===== src/rtl/row_writeback.sv =====
// Result-row write-back: two-entry row FIFO feeding a word serialiser onto the
// generation BRAM write port, with ping-pong bank selection per frame.
module row_writeback #(
    parameter int unsigned ROW_CELLS = 1280,
    parameter int unsigned ROWS      = 720,
    parameter int unsigned WORD_W    = 32,
    parameter int unsigned ROW_W     = 10,
    parameter int unsigned ADDR_W    = 16
) (
    input  logic                 out_stream_aclk,
    input  logic                 out_stream_aresetn,
    input  logic                 row_valid,
    input  logic [ROW_W-1:0]     row_addr,
    input  logic [ROW_CELLS-1:0] row_data,
    output logic                 row_ready,
    output logic [ADDR_W-1:0]    bram_addr,
    output logic [WORD_W-1:0]    bram_din,
    output logic                 bram_we,
    output logic                 bank_sel,
    output logic                 frame_done,
    output logic                 busy,
    output logic                 err_drop
);

    localparam int unsigned WORDS_PER_ROW = ROW_CELLS / WORD_W;
    localparam int unsigned K_W           = (WORDS_PER_ROW > 1) ? $clog2(WORDS_PER_ROW) : 1;
    localparam int unsigned BANK_WORDS    = ROWS * WORDS_PER_ROW;

    typedef enum logic {IDLE, WRITE} state_e;

    state_e               state_q, state_d;
    logic [K_W-1:0]       k_q, k_d, k_cur;
    logic [1:0]           count_q, count_d;
    logic                 wr_ptr_q, rd_ptr_q;
    logic [ROW_W-1:0]     fifo_addr_q [2];
    logic [ROW_CELLS-1:0] fifo_data_q [2];
    logic                 row_ready_q, bram_we_q, bank_q, frame_pend_q, frame_done_q;
    logic                 busy_q, err_q;
    logic [ADDR_W-1:0]    bram_addr_q, addr_d;
    logic [WORD_W-1:0]    bram_din_q, din_d;
    logic                 push, pop, issue, last_word, head_ok, frame_pend_d, busy_d, err_d;
    logic [ROW_W-1:0]     head_addr;

    // row * WORDS_PER_ROW as a sum of shifted copies of the row index
    function automatic logic [ADDR_W-1:0] row_base(input logic [ROW_W-1:0] row);
        logic [ADDR_W-1:0] acc;
        acc = '0;
        for (int unsigned i = 0; i < ADDR_W; i++) begin
            if (WORDS_PER_ROW[i]) acc = acc + (ADDR_W'(row) << i);
        end
        return acc;
    endfunction

    always_comb begin
        state_d      = state_q;
        k_d          = k_q;
        push         = row_valid && row_ready_q;
        pop          = 1'b0;
        issue        = 1'b0;
        err_d        = err_q || (row_valid && !row_ready_q);
        head_addr    = fifo_addr_q[rd_ptr_q];
        head_ok      = 32'(head_addr) < ROWS;
        k_cur        = (state_q == WRITE) ? k_q : '0;
        last_word    = (k_cur == K_W'(WORDS_PER_ROW - 1));
        // Queued rows behind the frame's last row already target the new bank
        addr_d       = ((bank_q ^ frame_pend_q) ? ADDR_W'(BANK_WORDS) : '0)
                       + row_base(head_addr) + ADDR_W'(k_cur);
        din_d        = fifo_data_q[rd_ptr_q][int'(k_cur) * WORD_W +: WORD_W];
        frame_pend_d = 1'b0;

        case (state_q)
            IDLE: begin
                if (count_q != 2'd0) begin
                    if (head_ok) begin
                        issue = 1'b1;
                    end else begin
                        pop   = 1'b1;
                        err_d = 1'b1;
                    end
                end
            end
            WRITE: issue = 1'b1;
            default: state_d = IDLE;
        endcase

        if (issue) begin
            if (last_word) begin
                pop          = 1'b1;
                state_d      = IDLE;
                k_d          = '0;
                frame_pend_d = (32'(head_addr) == ROWS - 1);
            end else begin
                state_d = WRITE;
                k_d     = k_cur + K_W'(1);
            end
        end

        count_d = count_q;
        if (push && !pop) begin
            count_d = count_q + 2'd1;
        end else if (!push && pop) begin
            count_d = count_q - 2'd1;
        end
        busy_d = (count_d != 2'd0) || (state_d == WRITE) || issue;
    end

    always_ff @(posedge out_stream_aclk or negedge out_stream_aresetn) begin
        if (!out_stream_aresetn) begin
            state_q      <= IDLE;
            k_q          <= '0;
            count_q      <= '0;
            wr_ptr_q     <= 1'b0;
            rd_ptr_q     <= 1'b0;
            row_ready_q  <= 1'b0;
            bram_we_q    <= 1'b0;
            bram_addr_q  <= '0;
            bram_din_q   <= '0;
            bank_q       <= 1'b0;
            frame_pend_q <= 1'b0;
            frame_done_q <= 1'b0;
            busy_q       <= 1'b0;
            err_q        <= 1'b0;
        end else begin
            state_q      <= state_d;
            k_q          <= k_d;
            count_q      <= count_d;
            wr_ptr_q     <= wr_ptr_q ^ push;
            rd_ptr_q     <= rd_ptr_q ^ pop;
            row_ready_q  <= (count_d < 2'd2);
            bram_we_q    <= issue;
            if (issue) begin
                bram_addr_q <= addr_d;
                bram_din_q  <= din_d;
            end
            frame_pend_q <= frame_pend_d;
            frame_done_q <= frame_pend_q;
            bank_q       <= bank_q ^ frame_pend_q;
            busy_q       <= busy_d;
            err_q        <= err_d;
        end
    end

    // Row storage needs no reset: entries are only read once counted valid
    always_ff @(posedge out_stream_aclk) begin
        if (push) begin
            fifo_addr_q[wr_ptr_q] <= row_addr;
            fifo_data_q[wr_ptr_q] <= row_data;
        end
    end

    assign row_ready  = row_ready_q;
    assign bram_addr  = bram_addr_q;
    assign bram_din   = bram_din_q;
    assign bram_we    = bram_we_q;
    assign bank_sel   = bank_q;
    assign frame_done = frame_done_q;
    assign busy       = busy_q;
    assign err_drop   = err_q;

endmodule


===== config.mk =====
export PLATFORM = sky130hd
export DESIGN_NAME = row_writeback
export DESIGN_NICKNAME = d
export VERILOG_FILES = /design/src/rtl/row_writeback.sv
export SDC_FILE = /design/constraint.sdc
export NUM_CORES = 2
export LEC_CHECK = 0
export ABC_CLOCK_PERIOD_IN_PS = 94600
export CORE_AREA = 8 8 516 518
export DETAILED_ROUTE_END_ITERATION = 10
export DIE_AREA = 0 0 524 526
export MAX_ROUTING_LAYER = met4
export PLACE_DENSITY_LB_ADDON = 0.12
export SYNTH_ARGS = -nofsm -noshare
export SYNTH_HDL_FRONTEND = slang
export SYNTH_SLANG_ARGS = --single-unit

===== constraint.sdc =====
create_clock -name out_stream_aclk -period 94.6 [get_ports out_stream_aclk]
set_clock_uncertainty 0.05 [all_clocks]
set_input_delay 18.92 -clock out_stream_aclk [delete_from_list [all_inputs] [get_ports out_stream_aclk]]
set_output_delay 18.92 -clock out_stream_aclk [all_outputs]
set_load 0.02 [all_outputs]

After elaboration in Yosys (flattened, before gate mapping)
Memories as Yosys holds them, arrays and structs flattened.
Cells that the tools add are included.
Widths: inputs -> output; s select.
{ "totals": {"wordCells": 65, "register_bits": 66, "out_inout_bits": 54, "mem_bits_rw": 2580, "input_bits": 1293, "latchBits": 0, "mem_bits_ro": 0, "mem_count": 2} }
{ "classes": {"n_bitwise": 4, "n_mul": 0, "muxes": 22, "n_lt_le_gt_ge": 2, "add_sub_neg": 6, "shift": 1, "div": 0, "reduce_logical": 12, "eq_ne": 2} }
{ "memory_table": {"columns": ["memory", "depth", "width", "read_ports", "rd_ports_with_merged_regs", "wr", "line_no", "source"], "rows": [
  ["fifo_data_q", 2, 1280, 1, 0, 1, "36", "logic [ROW_CELLS-1:0] fifo_data_q [2];"],
  ["fifo_addr_q", 2, 10, 1, 0, 1, "35", "logic [ROW_W-1:0] fifo_addr_q [2];"]
]} }
{ "ops": {"columns": ["operator", "n"], "rows": [
  ["$shiftx 1280x12->32", 1],
  ["$add 13x15->16", 1],
  ["$add 15x16->16", 1],
  ["$add 16x6->16", 1],
  ["$mux 1", 16],
  ["$mux 15", 1],
  ["$mux 6", 2],
  ["$eq 10x10->1 const B", 1],
  ["$lt 10x10->1 const B", 1],
  ["$add 6x1->6 const B", 1],
  ["$eq 6x6->1 const B", 1],
  ["$logic_and 1x1->1", 4],
  ["$mux 2", 2],
  ["$reduce_bool 2->1", 2],
  ["$logic_not 1->1", 3],
  ["$logic_or 1x1->1", 3],
  ["$xor 1x1->1", 3],
  ["$add 2x1->2 const B", 1],
  ["$lt 2x2->1 const B", 1],
  ["$pmux 1 s2", 1],
  ["$sub 2x1->2 const B", 1],
  ["$not 1->1", 1]
]} }

Depth between registers and ports, before layout
An unclocked memory read counts as a cell.
{ "depth": {"ltp_word": 13, "depth_mapped": 18, "depth_no_buf": 13} }

Worst setup path before layout
No wires, ideal clock.
{ "synth_path": {"path_type": "input to register", "start": "input port row_valid", "end": "memory fifo_addr_q[1][0] (enable)", "required_time_ns": 92.704, "n_path_buf": 0, "arrival_ns": 48.301, "stages": 2, "slack_ns": 44.403, "path_cell_list": "and2_1 > ha_1"} }
{ "synth_between": {"elab_chain_cells": 3} }
{ "synth_lines": {"columns": ["item", "line_no", "source"], "rows": [
  ["start: declaration", "12", "input logic row_valid,"],
  ["$logic_and 1x1->1", "57", "push = row_valid && row_ready_q;"],
  ["$mux 1", "145", "if (push) begin"],
  ["$mux 1 (implied by the code)", "146", "fifo_addr_q[wr_ptr_q] <= row_addr;"],
  ["end: declaration", "35", null]
]} }
No other way between the ends.

Final worst setup path
{ "layout_path": {"start": "input port row_valid", "end": "memory fifo_data_q[1][160] (enable)"} }
{ "layout_between": {"elab_chain_cells": 3} }
{ "layout_lines": {"columns": ["item", "line_no", "source"], "rows": [
  ["$logic_and 1x1->1", "57", null],
  ["$mux 1", "145", null],
  ["$mux 1 (implied by the code)", "147", "fifo_data_q[wr_ptr_q] <= row_data;"],
  ["end: declaration", "36", null]
]} }
No other way between the ends.

==> out/metrics.yaml <==
power.share.sequential: 0.395
edff_count_synth: 2580
synth_cells: 4298
final.min_clock_period_ps: 24910
layout.cells.most_common: "sky130_fd_sc_hd__edfxtp_1"
avgViaCountPerCell: 5.51
postSynthAreaPerCell_um2: 23.3
tritoncts: "built"
post_synth_instance_area_um2: 100000
share_of_layout_cells_above_drive_strength_1: 0.207
routed-via-count: 53400
cts.clk_slew.worst_paths_ps: 60
yosysSeqAreaShare: 0.789
reg2reg_from: "row_ready$_DFF_PN0_"
synth_top_family_by_area: "multiplexers"
via_count_of_the_first_global_routing_pass: 55200
fp.dieW_um: 524
cp-end-kind: "register"
htree_levels: 5
mostFrequentLayoutCells: "sky130_fd_sc_hd__edfxtp_1, sky130_fd_sc_hd__clkdlybuf4s50_1, sky130_fd_sc_hd__mux4_2"
finalWeightedCongestion: 0.832
clock_sinks: 2646
timing.fmax_ghz: 0.0401
crit_path_kind: "input pin to register"
synth-seq-cells: 2646
preCtsSetupSlack_ps: 68630
cts_max_path_buffers: 4
number_of_warnings_reported_in_the_yosys_synthesis_log: 0
initialDrtViolationCount: 5342
timing.final.crit_share: 0.263
floorplan.initialDensity: 0.389
launch_point_of_the_critical_path: "row_valid"
finalWirelength_mm: 348
synthXorXnorAreaFrac: 0.00105
max_slew_margin: 0.201
grt_max_degree: 144
post_cts.repair.setup_buffers: 0
grt_setup_unrepaired: "false"
worstHoldPathType: "register to register"
cts_hold_buffers: 0
die_area_um2: 276000
area_delta_synth_final_pct: 27.4
worst_ep_arrival_time_ps: 25360
maxSlewViolCount: 0
drc_errors: 0
finalSetupTns_ps: 0
net_count_after_synthesis: 5619
switching_share: 0.321
p_int_mw: 2.60
grt_first_pass_wirelength_mm: 465
setup_viol: 0
post_placement_cell_count: 8933
post_synth_and_or_nand_nor_area_fraction: 0.00796
post_cts_resize_count: 0
clk-insertion-delay-late_ps: 950
p_comb_frac: 0.320
pin_count: 1347
max_slew.worst_pin.slew_ps: 1200
synth-compound-area-share: 0.0336
async_reset_ff_frac: 0.0249
core_area_um2: 258000
timing.critical_path.required_ps: 95050
p_leak_nw: 40.5
hpwl_mm: 256
row_count: 187
cp_max_fo: 77
peakVddDrop_mv: 0.0235
postSynth.topFlopCell: "sky130_fd_sc_hd__edfxtp_1"
ys_types: 61
hold_start: "frame_pend_q$_DFF_PN0_"
number_of_nets_still_failing_antenna_checks_after_routing: 0
route.detailed.wl_per_inst_um: 35.9
global_route.usage.total: 0.254
grt_overflow: 0
pwr-share-clk: 0.285
final-instance-count-excl-fill: 9694
status: "completed"
hold_violations: 0
clk_root_buffer_cell: "sky130_fd_sc_hd__clkbuf_16"
max_capacitance_violation_count: 0
setup_slack_ps: 69690
synthAdderAreaFrac: 0.00379
iteration_count_of_the_initial_detailed_routing_pass: 5
muxShareOfSynthArea: 0.152
switching_power_mw: 1.23
power-per-cell-area_nw_per_um2: 30.0
startpoint_type: "input pin"
cts_inserted_buffers: 303
antenna_found_initial: 329
dieHeight_um: 526
port_buffers: 1346
design_power_total_mw: 3.83
nets: 7157
==> stage by stage <==
step	util	cell area (um^2)	hold WS [ps]
floorplan	-	100000	323
global placement	0.458	118000	417
detailed placement	0.458	118000	417
CTS	0.493	127000	424
global route	0.495	128000	438
finish	0.495	128000	425
==> worst paths after layout <==
check                                                     end  slack (ps)  cells after the start
worst max-delay path            fifo_data_q[1][160]$_DFFE_PP_       69690                      9
worst min register to register           frame_done$_DFF_PN0_         430                      0
min in group asynchronous           bram_addr[13]$_DFFE_PN0N_       17750                      1
worst max register to register  fifo_data_q[1][160]$_DFFE_PP_       87820                      8
worst min-delay path                     frame_done$_DFF_PN0_         430                      0
max in group asynchronous                  rd_ptr_q$_DFF_PN0_       75470                      2
==> power groups by stage <==
stage / Sequential, mW / Combinational, mW / Clock [mW]
floorplan: 1.78 / 0.707 / 0
global placement: 1.53 / 1.26 / 0
detailed placement: 1.54 / 1.27 / 0
CTS: 1.51 / 1.27 / 1.12
global route: 1.53 / 1.30 / 1.16
finish: 1.51 / 1.22 / 1.09
==> routing by layer <==
layer | part of all wire | vias up | track usage
met5 | 0 | - | -
met4 | 0.030 | 0 | 0.0780
met3 | 0.10 | 620 | 0.0997
met2 | 0.49 | 2409 | 0.405
met1 | 0.38 | 28400 | 0.299
li1 | - | 22100 | -
==> critical path, cell delays in order <==
cell and delay, ps:
sky130_fd_sc_hd__clkdlybuf4s50_1 490, sky130_fd_sc_hd__and2_1 310, sky130_fd_sc_hd__ha_4 600, sky130_fd_sc_hd__buf_4 810, sky130_fd_sc_hd__buf_4 760, sky130_fd_sc_hd__buf_4 770, sky130_fd_sc_hd__buf_4 740, sky130_fd_sc_hd__buf_4 740
sky130_fd_sc_hd__buf_4 940
==> logic make-up (layout without fill, tap and decap cells) <==
logic type      Yosys count  count (layout)
xor+xnor                 12              12
compound gates          503             503
other cells               0             244
fa+ha+maj                28              28
buf+inv                 258            2008
mux                     697             697
flops                  2646            2646
simple gates            154             154
==> sequential cells by signal (all words and copies together), names as in the netlist <==
name          cells
fifo_data_q    2560
bram_din         32
fifo_addr_q      20
bram_addr        16
k_q               6
count_q           2
bank_sel          1
bram_we           1
busy              1
err_drop          1
frame_done        1
frame_pend_q      1
rd_ptr_q          1
row_ready         1
state_q           1
wr_ptr_q          1
==> area by class of cell <==
cell class	count	area (um^2)
diodes	244	611
repair buffers	1470	14500
flip-flops and latches	2646	79100
clock inverters	142	1180
inverters	21	91.3
multi-input cells	1394	20100
well taps	3402	4260
clock buffers	375	7920
fillers	21100	130000
==> synthesized netlist by cell type, types with 4 or more instances <==
| library cell | instances | area [um^2] |
|---|---|---|
| sky130_fd_sc_hd__mux2_2 | 13 | 146 |
| sky130_fd_sc_hd__o211ai_1 | 5 | 37.5 |
| sky130_fd_sc_hd__a21oi_1 | 124 | 621 |
| sky130_fd_sc_hd__a311oi_1 | 4 | 35.0 |
| sky130_fd_sc_hd__buf_6 | 20 | 225 |
| sky130_fd_sc_hd__xor2_1 | 7 | 61.3 |
| sky130_fd_sc_hd__buf_4 | 18 | 135 |
| sky130_fd_sc_hd__nor3_1 | 9 | 45.0 |
| sky130_fd_sc_hd__o21ai_1 | 30 | 150 |
| sky130_fd_sc_hd__nand2_1 | 43 | 161 |
| sky130_fd_sc_hd__inv_1 | 18 | 67.6 |
| sky130_fd_sc_hd__o22a_1 | 8 | 70.1 |
| sky130_fd_sc_hd__dfrtp_1 | 66 | 1650 |
| sky130_fd_sc_hd__nor2b_1 | 4 | 25.0 |
| sky130_fd_sc_hd__a221oi_1 | 6 | 52.6 |
| sky130_fd_sc_hd__buf_1 | 40 | 150 |
| sky130_fd_sc_hd__nor4_1 | 28 | 175 |
| sky130_fd_sc_hd__nand2b_1 | 5 | 31.3 |
| sky130_fd_sc_hd__and2_1 | 4 | 25.0 |
| sky130_fd_sc_hd__nor2_1 | 24 | 90.1 |
| sky130_fd_sc_hd__nand3_1 | 14 | 70.1 |
| sky130_fd_sc_hd__o22ai_1 | 15 | 93.8 |
| sky130_fd_sc_hd__fa_1 | 4 | 80.1 |
| sky130_fd_sc_hd__ha_1 | 24 | 300 |
| sky130_fd_sc_hd__mux4_2 | 658 | 14800 |
| sky130_fd_sc_hd__o21a_1 | 4 | 30.0 |
| sky130_fd_sc_hd__edfxtp_1 | 2580 | 77500 |
| sky130_fd_sc_hd__o21ai_0 | 22 | 110 |
| sky130_fd_sc_hd__a22oi_1 | 259 | 1940 |
| sky130_fd_sc_hd__o221ai_1 | 5 | 43.8 |
| sky130_fd_sc_hd__buf_2 | 81 | 405 |
| sky130_fd_sc_hd__xnor2_1 | 5 | 43.8 |
| sky130_fd_sc_hd__mux2i_1 | 26 | 260 |
| sky130_fd_sc_hd__clkbuf_1 | 78 | 293 |
Note: power is estimated with default switching activity, not from simulation.
